===== config.mk =====
export PLATFORM = sky130hd
export DESIGN_NAME = bus_receiver
export DESIGN_NICKNAME = d
export VERILOG_FILES = /design/src/rtl/bus_pkg.sv /design/src/rtl/bus_nibble_checksum.sv /design/src/rtl/bus_receiver.sv
export SDC_FILE = /design/constraint.sdc
export NUM_CORES = 1
export LEC_CHECK = 0
export CAP_MARGIN = 20
export CORE_ASPECT_RATIO = 1.4
export CORE_UTILIZATION = 25
export CTS_CLUSTER_SIZE = 28
export DETAILED_ROUTE_END_ITERATION = 6
export HOLD_SLACK_MARGIN = 0.1
export SLEW_MARGIN = 20
export SYNTH_ARGS = -nofsm -noshare
export SYNTH_HDL_FRONTEND = slang
export SYNTH_HIERARCHICAL = 1
export SYNTH_SLANG_ARGS = --single-unit

===== constraint.sdc =====
create_clock -name clock -period 2.5 [get_ports clock]
set_input_delay 0.375 -clock clock [delete_from_list [all_inputs] [get_ports clock]]
set_output_delay 0.375 -clock clock [all_outputs]
set_load 0.005 [all_outputs]

===== src/rtl/bus_pkg.sv =====
// Shared definitions for the serial bus: field widths, receiver state encoding
// and the nibble-XOR frame checksum used by both transmitters and receivers.
`timescale 1ns/1ps
package bus_pkg;

   localparam int ADDR_W    = 4;
   localparam int DATA_W    = 64;
   localparam int CRC_W     = 4;
   localparam int FRAME_LEN = 1 + ADDR_W + DATA_W + CRC_W;
   localparam int CNT_W     = 7;

   // Bit-counter values on the last bit of each field (counter starts at 0 on the first ADDR bit)
   localparam logic [CNT_W-1:0] ADDR_LAST = CNT_W'(ADDR_W - 1);
   localparam logic [CNT_W-1:0] DATA_LAST = CNT_W'(ADDR_W + DATA_W - 1);
   localparam logic [CNT_W-1:0] CRC_LAST  = CNT_W'(ADDR_W + DATA_W + CRC_W - 1);

   typedef enum logic [1:0] {
      IDLE = 2'd0,
      ADDR = 2'd1,
      DATA = 2'd2,
      CRC  = 2'd3
   } rx_state_e;

   function automatic logic [CRC_W-1:0] nibble_xor(input logic [ADDR_W-1:0] addr,
                                                   input logic [DATA_W-1:0] data);
      logic [CRC_W-1:0] acc;
      acc = addr;
      for (int i = 0; i < DATA_W / CRC_W; i++) begin
         acc = acc ^ data[i*CRC_W +: CRC_W];
      end
      return acc;
   endfunction

endpackage


===== src/rtl/bus_nibble_checksum.sv =====
// Serial nibble-XOR accumulator. Bits arrive MSB first; the register rotates left
// while XORing each bit in, so after every whole nibble it holds the XOR of all nibbles.
`timescale 1ns/1ps
import bus_pkg::*;

module bus_nibble_checksum (
   input  logic             clock,
   input  logic             reset,
   input  logic             clear,
   input  logic             shift_en,
   input  logic             bit_in,
   output logic [CRC_W-1:0] sum
);

   logic [CRC_W-1:0] sum_q, sum_d;

   always_comb begin
      sum_d = sum_q;
      if (clear) begin
         sum_d = '0;
      end else if (shift_en) begin
         sum_d = {sum_q[CRC_W-2:0], sum_q[CRC_W-1] ^ bit_in};
      end
   end

   always_ff @(posedge clock) begin
      if (reset) begin
         sum_q <= '0;
      end else begin
         sum_q <= sum_d;
      end
   end

   assign sum = sum_q;

endmodule


===== src/rtl/bus_receiver.sv =====
// Shared-bus receiver node: deserialises start/ADDR/DATA/CRC frames and delivers
// frames addressed to NODE_ADDR. CRC checking is built only with BUS_RECEIVER_CRC_CHECK_EN.
`timescale 1ns/1ps
import bus_pkg::*;

module bus_receiver #(
   parameter logic [ADDR_W-1:0] NODE_ADDR = 4'd1
) (
   input  logic              clock,
   input  logic              reset,
   input  logic              bus_in,
   output logic [DATA_W-1:0] data_out,
   output logic              data_valid,
   output logic              crc_err,
   output logic              busy,
   output logic [7:0]        rx_count,
   output rx_state_e         dbg_state
);

   rx_state_e         state_q, state_d;
   logic [CNT_W-1:0]  cnt_q, cnt_d;
   logic [ADDR_W-1:0] addr_q, addr_d;
   logic              match_q, match_d;
   logic [DATA_W-1:0] shift_q, shift_d;
   logic [DATA_W-1:0] data_out_q, data_out_d;
   logic              data_valid_q, data_valid_d;
   logic              crc_err_q, crc_err_d;
   logic [7:0]        rx_count_q, rx_count_d;
   logic              crc_ok;

`ifdef BUS_RECEIVER_CRC_CHECK_EN
   logic [CRC_W-1:0]  crc_rx_q, crc_rx_d;
   logic [CRC_W-1:0]  checksum;

   bus_nibble_checksum u_checksum (
      .clock    (clock),
      .reset    (reset),
      .clear    (state_q == IDLE),
      .shift_en ((state_q == ADDR) || (state_q == DATA)),
      .bit_in   (bus_in),
      .sum      (checksum)
   );

   // Last CRC bit is still on the bus when the decision is made
   assign crc_ok = ({crc_rx_q[CRC_W-2:0], bus_in} == checksum);

   always_comb begin
      crc_rx_d = crc_rx_q;
      if (state_q == CRC) begin
         crc_rx_d = {crc_rx_q[CRC_W-2:0], bus_in};
      end
   end

   always_ff @(posedge clock) begin
      if (reset) begin
         crc_rx_q <= '0;
      end else begin
         crc_rx_q <= crc_rx_d;
      end
   end
`else
   assign crc_ok = 1'b1;
`endif

   always_comb begin
      state_d      = state_q;
      cnt_d        = cnt_q;
      addr_d       = addr_q;
      match_d      = match_q;
      shift_d      = shift_q;
      data_out_d   = data_out_q;
      data_valid_d = 1'b0;
      crc_err_d    = 1'b0;
      rx_count_d   = rx_count_q;

      case (state_q)
         IDLE: begin
            cnt_d = '0;
            if (bus_in) begin
               state_d = ADDR;
            end
         end
         ADDR: begin
            addr_d = {addr_q[ADDR_W-2:0], bus_in};
            cnt_d  = cnt_q + CNT_W'(1);
            if (cnt_q == ADDR_LAST) begin
               state_d = DATA;
               match_d = ({addr_q[ADDR_W-2:0], bus_in} == NODE_ADDR);
            end
         end
         DATA: begin
            shift_d = {shift_q[DATA_W-2:0], bus_in};
            cnt_d   = cnt_q + CNT_W'(1);
            if (cnt_q == DATA_LAST) begin
               state_d = CRC;
            end
         end
         CRC: begin
            cnt_d = cnt_q + CNT_W'(1);
            if (cnt_q == CRC_LAST) begin
               // Non-matching frames are walked to the end but leave outputs alone
               state_d = IDLE;
               if (match_q) begin
                  if (crc_ok) begin
                     data_out_d   = shift_q;
                     data_valid_d = 1'b1;
                     rx_count_d   = rx_count_q + 8'd1;
                  end else begin
                     crc_err_d = 1'b1;
                  end
               end
            end
         end
         default: state_d = IDLE;
      endcase
   end

   always_ff @(posedge clock) begin
      if (reset) begin
         state_q      <= IDLE;
         cnt_q        <= '0;
         addr_q       <= '0;
         match_q      <= 1'b0;
         shift_q      <= '0;
         data_out_q   <= '0;
         data_valid_q <= 1'b0;
         crc_err_q    <= 1'b0;
         rx_count_q   <= '0;
      end else begin
         state_q      <= state_d;
         cnt_q        <= cnt_d;
         addr_q       <= addr_d;
         match_q      <= match_d;
         shift_q      <= shift_d;
         data_out_q   <= data_out_d;
         data_valid_q <= data_valid_d;
         crc_err_q    <= crc_err_d;
         rx_count_q   <= rx_count_d;
      end
   end

   assign data_out   = data_out_q;
   assign data_valid = data_valid_q;
   assign crc_err    = crc_err_q;
   assign busy       = (state_q != IDLE);
   assign rx_count   = rx_count_q;
   assign dbg_state  = state_q;

endmodule


==> results.json, run 1 <==
{
  "synth_xor_xnor_area_share_pct": 0.957,
  "grt_pass1_wl_um": 19200,
  "cap_viol_max_count": 0,
  "overflow": 0,
  "final_common_cell": "dfxtp_1",
  "pwr-share-comb_pct": 12.1,
  "wirelength_um": 11300,
  "max_slew_margin_pct": 58.2,
  "avgSynthCellArea_sq_um": 9.10,
  "n_antenna_cell": 0,
  "floorplan.initialDensity_pct": 25.7,
  "cts_buffers": 17,
  "drive_gt1_share_pct": 6.63,
  "rr_startpoint": "dbg_state[1]",
  "core_area_sq_um": 21400,
  "place_area_sq_um": 6540,
  "powerDensity_nw_per_um2": 785,
  "final-hold-violation-count": 0,
  "timing_worst_setup_path_type": "flop to output pin",
  "gp_congestion": 0.716,
  "whs_ps": 217,
  "cts.sinks": 150,
  "grt_max_degree": 81,
  "cts.clk_slew.worst_paths_ps": 60,
  "dp_hpwl_um": 7170,
  "crit_path_end_kind": "output pin",
  "p_int_w": 0.00414,
  "ios": 80,
  "synth_compound_area_share_pct": 7.06,
  "num-nets-final": 676,
  "yosys_warnings": 6,
  "hp-class": "input pin to flop",
  "cts_tree": "built",
  "clock_latency_ps": 420,
  "slew_viol_final": 0,
  "cts_resized": 0,
  "num_vias": 4066,
  "worst_r2r_endpoint": "dbg_state[1]",
  "ys_seq_area_share_pct": 54.7,
  "worst-path-max-fanout": 5,
  "crit_required_ps": 2120,
  "viasPerCell": 4.19,
  "dp.cells": 939,
  "area_growth_pct": 29.4,
  "io_buffers": 78,
  "fmax_ghz": 0.473,
  "fin_worst_skew_ps": 8.62,
  "arrival_ps": 1740,
  "cp-startpoint": "dbg_state[0]",
  "final_util_pct": 33.2,
  "antenna_found_initial": 0,
  "stdcell_count": 971,
  "synthSimpleGateAreaFrac_pct": 18.5,
  "wl_per_cell_um": 11.6,
  "setup_tns_ps": 0,
  "synth_top_family_by_area": "simple AND/OR/NAND/NOR gates",
  "syn_inst": 603,
  "root_buffer": "clkbuf_16",
  "switchingPower_w": 0.00143,
  "ant_nets": 0,
  "ys_ff_latch": 150,
  "power.leakage_nw": 2.35,
  "layout_common_cells": "dfxtp_1 (150), nand2_1 (135), nor2_1 (83), clkdlybuf4s50_1 (77), mux2i_1 (70)",
  "p_clk_share_pct": 43.9,
  "cp-start-kind": "flop",
  "num_rows": 63,
  "dr.pass1.iters": 4,
  "fin_crit_ps": 2120,
  "netlist_area_sq_um": 5490,
  "timing.final.crit_share_pct": 84.6,
  "crit_path_end": "busy",
  "ctsLongestPathBuffers": 2,
  "rsz0062_at_grt": "false",
  "sw_frac_of_total_pct": 25.7,
  "die_width_um": 127,
  "final_area_sq_um": 7100,
  "postCtsHoldBufs": 0,
  "postCtsSetupRepairBufs": 0,
  "irDropWorstVdd_uv": 422,
  "outcome": "completed",
  "reg2regPathDepth": 6,
  "timing_worst_slew_pin_value_ps": 627,
  "r2r_slack_ps": 580,
  "drc": 0,
  "ys_types": 36,
  "synth_fa_ha_area_share_pct": 1.60,
  "grt_pass1_vias": 3830,
  "syn_nets": 613,
  "grtUsageTotal_pct": 10.8,
  "dieArea_sq_um": 22600,
  "pwr-share-seq_pct": 44.0,
  "htreeDepth": 4,
  "setup_viol": 0,
  "drtIter0Drc": 242,
  "die_h_um": 177,
  "synthMuxAreaShare_pct": 13.4
}
[flip-flops by register name, summed over array words and instances (netlist names)]
name and flops:
addr_q 3, shift_q 64, rx_count 8, data_valid 1, cnt_q 7, data_out 64
dbg_state 2, match_q 1
[power by group through the flow]
| stage | Clock [W] | Combinational, W | Sequential, W |
|---|---|---|---|
| floorplan | 0 | 0.000514 | 0.00250 |
| global placement | 0 | 0.000692 | 0.00250 |
| detailed placement | 0 | 0.000690 | 0.00251 |
| CTS | 0.00253 | 0.000692 | 0.00245 |
| global route | 0.00263 | 0.000738 | 0.00246 |
| finish | 0.00245 | 0.000675 | 0.00245 |
[logic make-up after synthesis]
kind of cell	Yosys count
AOI/OAI and AO/OA	74
DFF	150
adders and majority gates	7
and+or+nand+nor	246
xor gates and xnor gates	6
buffers and inverters	46
muxes	73
other	1
[how the worst min path moves through the flow]
stage / start / endpoint / slack (ps) / depth (start not counted)
final: reset / addr_q[1] / 220 / 2
after global routing: reset / addr_q[2] / 220 / 2
after CTS: reset / addr_q[1] / 200 / 2
after detailed placement: cnt_q[0] / cnt_q[0] / 440 / 1
after global placement: cnt_q[0] / cnt_q[0] / 430 / 1
after floorplan: cnt_q[0] / cnt_q[0] / 420 / 1
[metal layers]
layer	up-vias	GRT usage, %	routed length (um)
li1	2107	-	-
met1	1867	12.9	5240
met2	77	17.6	5340
met3	15	3.35	477
met4	0	5.31	199
met5	-	0	0
[synth_stat cells]
cell type	instances	share of area [%]
and4_1	1	0.16
and3_1	2	0.23
nor4bb_1	1	0.18
mux2_1	3	0.62
a221oi_2	1	0.27
inv_1	5	0.34
clkbuf_1	22	1.5
o21bai_1	1	0.14
nand4_1	2	0.23
mux2i_1	70	13
nor2_1	83	5.7
buf_4	6	0.82
or4_1	2	0.27
or2_2	1	0.11
nand2b_1	3	0.34
nand3b_1	1	0.14
o21ai_0	1	0.091
ha_1	7	1.6
nand3_2	1	0.18
conb_1	1	0.068
nor3_4	1	0.30
buf_1	3	0.21
a21oi_1	69	6.3
buf_2	10	0.91
nor4b_1	1	0.16
nor3_1	1	0.091
xnor2_1	4	0.64
xor2_1	2	0.32
nor3b_1	1	0.14
o31ai_1	2	0.27
dfxtp_1	150	55
nor2b_1	3	0.34
nand3_1	5	0.46
and2_1	1	0.11
nand2_1	135	9.2
or3_1	1	0.11
[metrics by stage]
step                      setup WS (ps)  total power (W)
after floorplan                     740          0.00301
after global routing                264          0.00583
after CTS                           330          0.00567
after global placement              658          0.00320
final                               384          0.00557
after detailed placement            596          0.00320
[worst max-delay path, stage by stage (launching register included)]
cell and delay, ps:
dfxtp_1 400, inv_1 130, ha_1 210, inv_1 60, clkdlybuf4s50_1 510
[layout make-up]
class | count | area, sq um
fill | 2223 | 14300
sequential | 150 | 3000
multi-input combinational | 407 | 2290
timing repair buffer | 85 | 856
clock buffer | 19 | 443
tap | 292 | 365
clock inverter | 13 | 123
inverter | 5 | 18.8
Power figures use the tool's default switching activity.
==> inputs of run 2 (changes only) <==
==> constraint.sdc (replaced) <==
create_clock -name clock -period 1.7 [get_ports clock]
set_input_delay 0.255 -clock clock [delete_from_list [all_inputs] [get_ports clock]]
set_output_delay 0.255 -clock clock [all_outputs]
set_load 0.005 [all_outputs]
==> results.json, run 2 (synthesis gave the netlist of run 1 again) <==
{
  "pwr-share-seq_pct": 44.3,
  "powerDensity_nw_per_um2": 1130,
  "cp_slowest_cell": "or4_1",
  "final-hold-violation-count": 0,
  "root_buffer": "clkbuf_16",
  "r2r_slack_ps": 90,
  "antenna_found_initial": 0,
  "sw_frac_of_total_pct": 25.4,
  "whs_path_depth": 2,
  "switchingPower_w": 0.00208,
  "outcome": "completed",
  "ant_nets": 0,
  "grt_pass1_wl_um": 19200,
  "rr_startpoint": "cnt_q[2]",
  "htreeDepth": 4,
  "crit_required_ps": 2040,
  "cts_buffers": 17,
  "irDropWorstVdd_uv": 587,
  "final_util_pct": 34.0,
  "num_rows": 63,
  "grt_pass1_vias": 3950,
  "worst-path-max-fanout": 6,
  "grt_busiest_layer": "met2",
  "cts.sinks": 150,
  "wirelength_um": 11300,
  "dr.pass1.iters": 4,
  "cpPeakStageDelay_ps": 510,
  "pwr-share-comb_pct": 12.8,
  "cap_viol_max_count": 0,
  "ios": 80,
  "setup_tns_ps": 0,
  "worstPathCellList": "and3_4 -> nand3_4 -> or4_1 -> a21oi_1",
  "power.leakage_nw": 2.41,
  "viasPerCell": 4.23,
  "grt_max_degree": 80,
  "die_h_um": 177,
  "drtIter0Drc": 228,
  "fmax_ghz": 0.621,
  "final_common_cell": "dfxtp_1",
  "slew_viol_final": 0,
  "dieArea_sq_um": 22600,
  "hp-class": "input pin to flop",
  "p_int_w": 0.00612,
  "fin_worst_skew_ps": 10.5,
  "io_buffers": 78,
  "area_growth_pct": 32.4,
  "postCtsHoldBufs": 0,
  "overflow": 0,
  "core_area_sq_um": 21400,
  "dp_hpwl_um": 7360,
  "drc": 0,
  "wl_per_cell_um": 11.5,
  "cts.clk_slew.worst_paths_ps": 60,
  "gr-usage-met1_pct": 12.9,
  "worst_r2r_endpoint": "rx_count[7]",
  "die_width_um": 127,
  "grt_use_met2_pct": 17.5,
  "grt.met3_usage_pct": 3.56,
  "drive_gt1_share_pct": 8.76,
  "crit_path_end_kind": "flop",
  "gp_congestion": 0.697,
  "timing_worst_setup_path_type": "flop to flop",
  "p_clk_share_pct": 42.9,
  "grtUsageTotal_pct": 10.7,
  "reg2regPathDepth": 4,
  "crit_path_end": "rx_count[7]",
  "timing.final.crit_share_pct": 94.8,
  "floorplan.initialDensity_pct": 25.7,
  "n_antenna_cell": 0,
  "arrival_ps": 1960,
  "num_vias": 4134,
  "cp-startpoint": "cnt_q[2]",
  "rsz0062_at_grt": "true",
  "cp-start-kind": "flop",
  "fin_crit_ps": 1610,
  "ctsLongestPathBuffers": 2,
  "num-nets-final": 682,
  "setup_viol": 0,
  "layout_common_cells": "dfxtp_1 (148), nand2_1 (135), nor2_1 (83), clkdlybuf4s50_1 (76), mux2i_1 (70)",
  "clock_latency_ps": 420,
  "cts_tree": "built"
}
[run 2: cell types whose count changed in the layout (fill, tap and decap cells not counted), sizes merged]
cell,before,now
clkinv,5,8
clkdlybuf4s50,77,76
buf,8,14
inv,9,6
clkinvlp,3,1
clkbuf,19,22
[run 2: what timing repair did]
action                                  in CTS  in global routing
endpoints found under the setup margin       4                 19
resized for setup                            8                 12
buffers inserted                             0                  0
pin swaps                                    3                  4
[run 2: power groups by stage]
stage / Combinational [W] / Clock [W] / Sequential [W]
floorplan: 0.000757 / 0 / 0.00368
detailed placement: 0.00105 / 0 / 0.00369
CTS: 0.00105 / 0.00366 / 0.00363
global route: 0.00114 / 0.00378 / 0.00364
global placement: 0.00105 / 0 / 0.00369
finish: 0.00105 / 0.00352 / 0.00364
[run 2: layer usage]
| layer | part of all wire, % | routed length [um] | vias up |
|---|---|---|---|
| met4 | 1.5 | 165 | 0 |
| met3 | 3.7 | 419 | 12 |
| met1 | 47 | 5280 | 1938 |
| met5 | 0 | 0 | - |
| li1 | - | - | 2117 |
| met2 | 48 | 5400 | 67 |
[run 2: worst min-delay path by stage]
stage | start | end | slack [ps]
after floorplan | bus_in | addr_q[0] | 400
after global placement | cnt_q[0] | cnt_q[0] | 430
after detailed placement | cnt_q[0] | cnt_q[0] | 440
after CTS | reset | rx_count[5] | 140
after global routing | reset | rx_count[5] | 160
final | reset | rx_count[5] | 170
[run 2: worst max-delay path: cells and delay by family, from the launching register on]
| family | cells | cell delay [ps] |
|---|---|---|
| AO/OA/AOI/OAI | 1 | 150 |
| AND/OR/NAND/NOR | 3 | 900 |
| flip-flops | 1 | 490 |
[run 2: stage by stage]
step           setup WS, ps  cell area [sq um]  std cells  power, W  hold WS [ps]
2_1_floorplan          42.1               5490        603   0.00443           402
5_1_grt              -0.314               7270        977   0.00857           161
3_3_place_gp           68.4               6650        945   0.00474           431
4_1_cts                16.8               7210        977   0.00834           142
3_5_place_dp          -15.8               6650        945   0.00474           444
6_report               88.7               7270        977   0.00821           168
[run 2: layout make-up]
cell class	count	area, sq um
repair buffers	91	958
clock buffers	21	450
inverters	5	21.3
flip-flops and latches	150	3010
fillers	2242	14100
multi-input cells	407	2360
clock inverters	11	101
well taps	292	365
==> inputs of run 3 (changes only) <==
--- a/config.mk
+++ b/config.mk
@@ -6,11 +6,12 @@
 export NUM_CORES = 1
 export LEC_CHECK = 0
 export CAP_MARGIN = 20
-export CORE_ASPECT_RATIO = 1.4
+export CORE_ASPECT_RATIO = 0.75
 export CORE_UTILIZATION = 25
 export CTS_CLUSTER_SIZE = 28
 export DETAILED_ROUTE_END_ITERATION = 6
 export HOLD_SLACK_MARGIN = 0.1
+export MAX_ROUTING_LAYER = met4
 export SLEW_MARGIN = 20
 export SYNTH_ARGS = -nofsm -noshare
 export SYNTH_HDL_FRONTEND = slang
==> results.json, run 3 (synthesis gave the netlist of run 1 again) <==
{
  "outcome": "completed",
  "multi_input_area_sq_um": 2350,
  "num_vias": 4138,
  "grt_pass1_vias": 3757,
  "total_power_w": 0.00821,
  "clock_latency_ps": 420,
  "fillers": 2203,
  "reg2regPathDepth": 5,
  "ios": 80,
  "n_antenna_cell": 0,
  "core_area_sq_um": 21400,
  "layout_common_cells": "dfxtp_1 (145), nand2_1 (135), nor2_1 (83), clkdlybuf4s50_1 (75), mux2i_1 (70)",
  "arrival_ps": 1980,
  "hold_start": "reset",
  "setup_viol": 0,
  "cpPeakStageDelay_ps": 550,
  "r2r_slack_ps": 80,
  "power.leakage_nw": 2.42,
  "irDropWorstVdd_uv": 607,
  "grt_max_degree": 76,
  "timing_worst_setup_path_type": "flop to flop",
  "cts.clk_slew.worst_paths_ps": 60,
  "dieArea_sq_um": 22600,
  "postCtsHoldBufs": 0,
  "fin_worst_skew_ps": 8.40,
  "area_growth_pct": 32.0,
  "num-nets-final": 683,
  "die_width_um": 173,
  "grtUsageTotal_pct": 11.2,
  "cts_buffers": 17,
  "dr.pass1.iters": 4,
  "cp-start-kind": "flop",
  "fmax_ghz": 0.616,
  "io_buffers": 78,
  "die_h_um": 130,
  "worstPathCellList": "ha_2 -> and3_4 -> nand3_4 -> or4_4 -> a21oi_2",
  "floorplan.initialDensity_pct": 25.7,
  "worst-path-max-fanout": 7,
  "cap_viol_max_count": 0,
  "postCtsSetupRepairBufs": 0,
  "viasPerCell": 4.25,
  "root_buffer": "clkbuf_16",
  "drc": 0,
  "htreeDepth": 4,
  "drive_gt1_share_pct": 10.2,
  "hp-class": "input pin to flop",
  "whs_path_depth": 2,
  "gp_congestion": 0.729,
  "ctsLongestPathBuffers": 2,
  "min_to": "rx_count[2]",
  "cts_tree": "built",
  "cts.sinks": 150,
  "ant_nets": 0,
  "fin_crit_ps": 1620,
  "num_rows": 46,
  "final-hold-violation-count": 0,
  "overflow": 0,
  "rr_startpoint": "cnt_q[0]",
  "powerDensity_nw_per_um2": 1130,
  "final_common_cell": "dfxtp_1",
  "final_util_pct": 33.9,
  "timing.final.crit_share_pct": 95.4,
  "worst_r2r_endpoint": "rx_count[7]",
  "crit_required_ps": 2050,
  "cp_slowest_cell": "or4_4",
  "crit_path_end_kind": "flop",
  "antenna_found_initial": 0,
  "dp_hpwl_um": 7500,
  "drtIter0Drc": 277,
  "regArea_sq_um": 3010,
  "grt_pass1_wl_um": 19400,
  "wl_per_cell_um": 12.0,
  "slew_viol_final": 0,
  "wirelength_um": 11700
}
run 3: cell types whose count changed in the layout (fill, tap and decap cells not counted), sizes merged:
cell and change:
inv +5, bufinv -1, clkdlybuf4s50 -1, buf +1
clkbuf -4, dlymetal6s2s +1
run 3: area by class of cell:
type                       count  share of cell area, %
multi-input combinational    407                   32.5
clock buffer                  17                   5.87
sequential                   150                   41.6
tap                          288                   4.97
timing repair buffer          92                   13.2
inverter                       5                  0.259
clock inverter                15                   1.68
run 3: metrics by stage:
step	instance area, sq um	hold WS (ps)	cells	TNS [ps]	worst slack [ps]
3_3_place_gp	6620	430	942	0	30.7
4_1_cts	7180	102	974	0	0.282
5_1_grt	7250	115	974	-14.5	-13.9
2_1_floorplan	5490	402	603	0	42.1
6_report	7250	121	974	0	77.5
3_5_place_dp	6620	437	942	-960	-64.4
run 3: worst max-delay path, delay by kind of cell, from the launching register on:
kind	cells	cell delay (ps)
simple gates	3	890
flops	1	340
fa+ha+maj	1	200
compound gates	1	140
run 3: repair_timing:
item                                    CTS  global route
resized for setup                         6            21
gates cloned                              0             0
endpoints found under the setup margin   34            48
pin swaps                                 0             4
run 3: worst max-delay path by stage:
stage,depth (start not counted),startpoint,endpoint
floorplan,6,dbg_state[0],shift_q[17]
CTS,5,dbg_state[1],busy
finish,5,cnt_q[0],rx_count[7]
detailed placement,6,dbg_state[0],data_out[44]
global route,5,cnt_q[0],rx_count[7]
global placement,6,cnt_q[0],data_out[44]
run 3: layer usage:
layer,wire (um),vias up,part of all wire (%),global-route usage [%]
met4,108,0,0.92,3.80
met5,0,-,0,-
met2,4820,81,41,15.5
met3,590,10,5.0,4.02
met1,6210,1918,53,15.0
li1,-,2129,-,-
run 3: report_power, final:
group	internal (W)	switching (W)	total [W]	leakage (nW)
registers	0.00357	0.0000473	0.00362	1.21
logic	0.000519	0.000575	0.00109	0.934
clock network	0.00190	0.00159	0.00349	0.271
total	0.00599	0.00222	0.00821	2.42
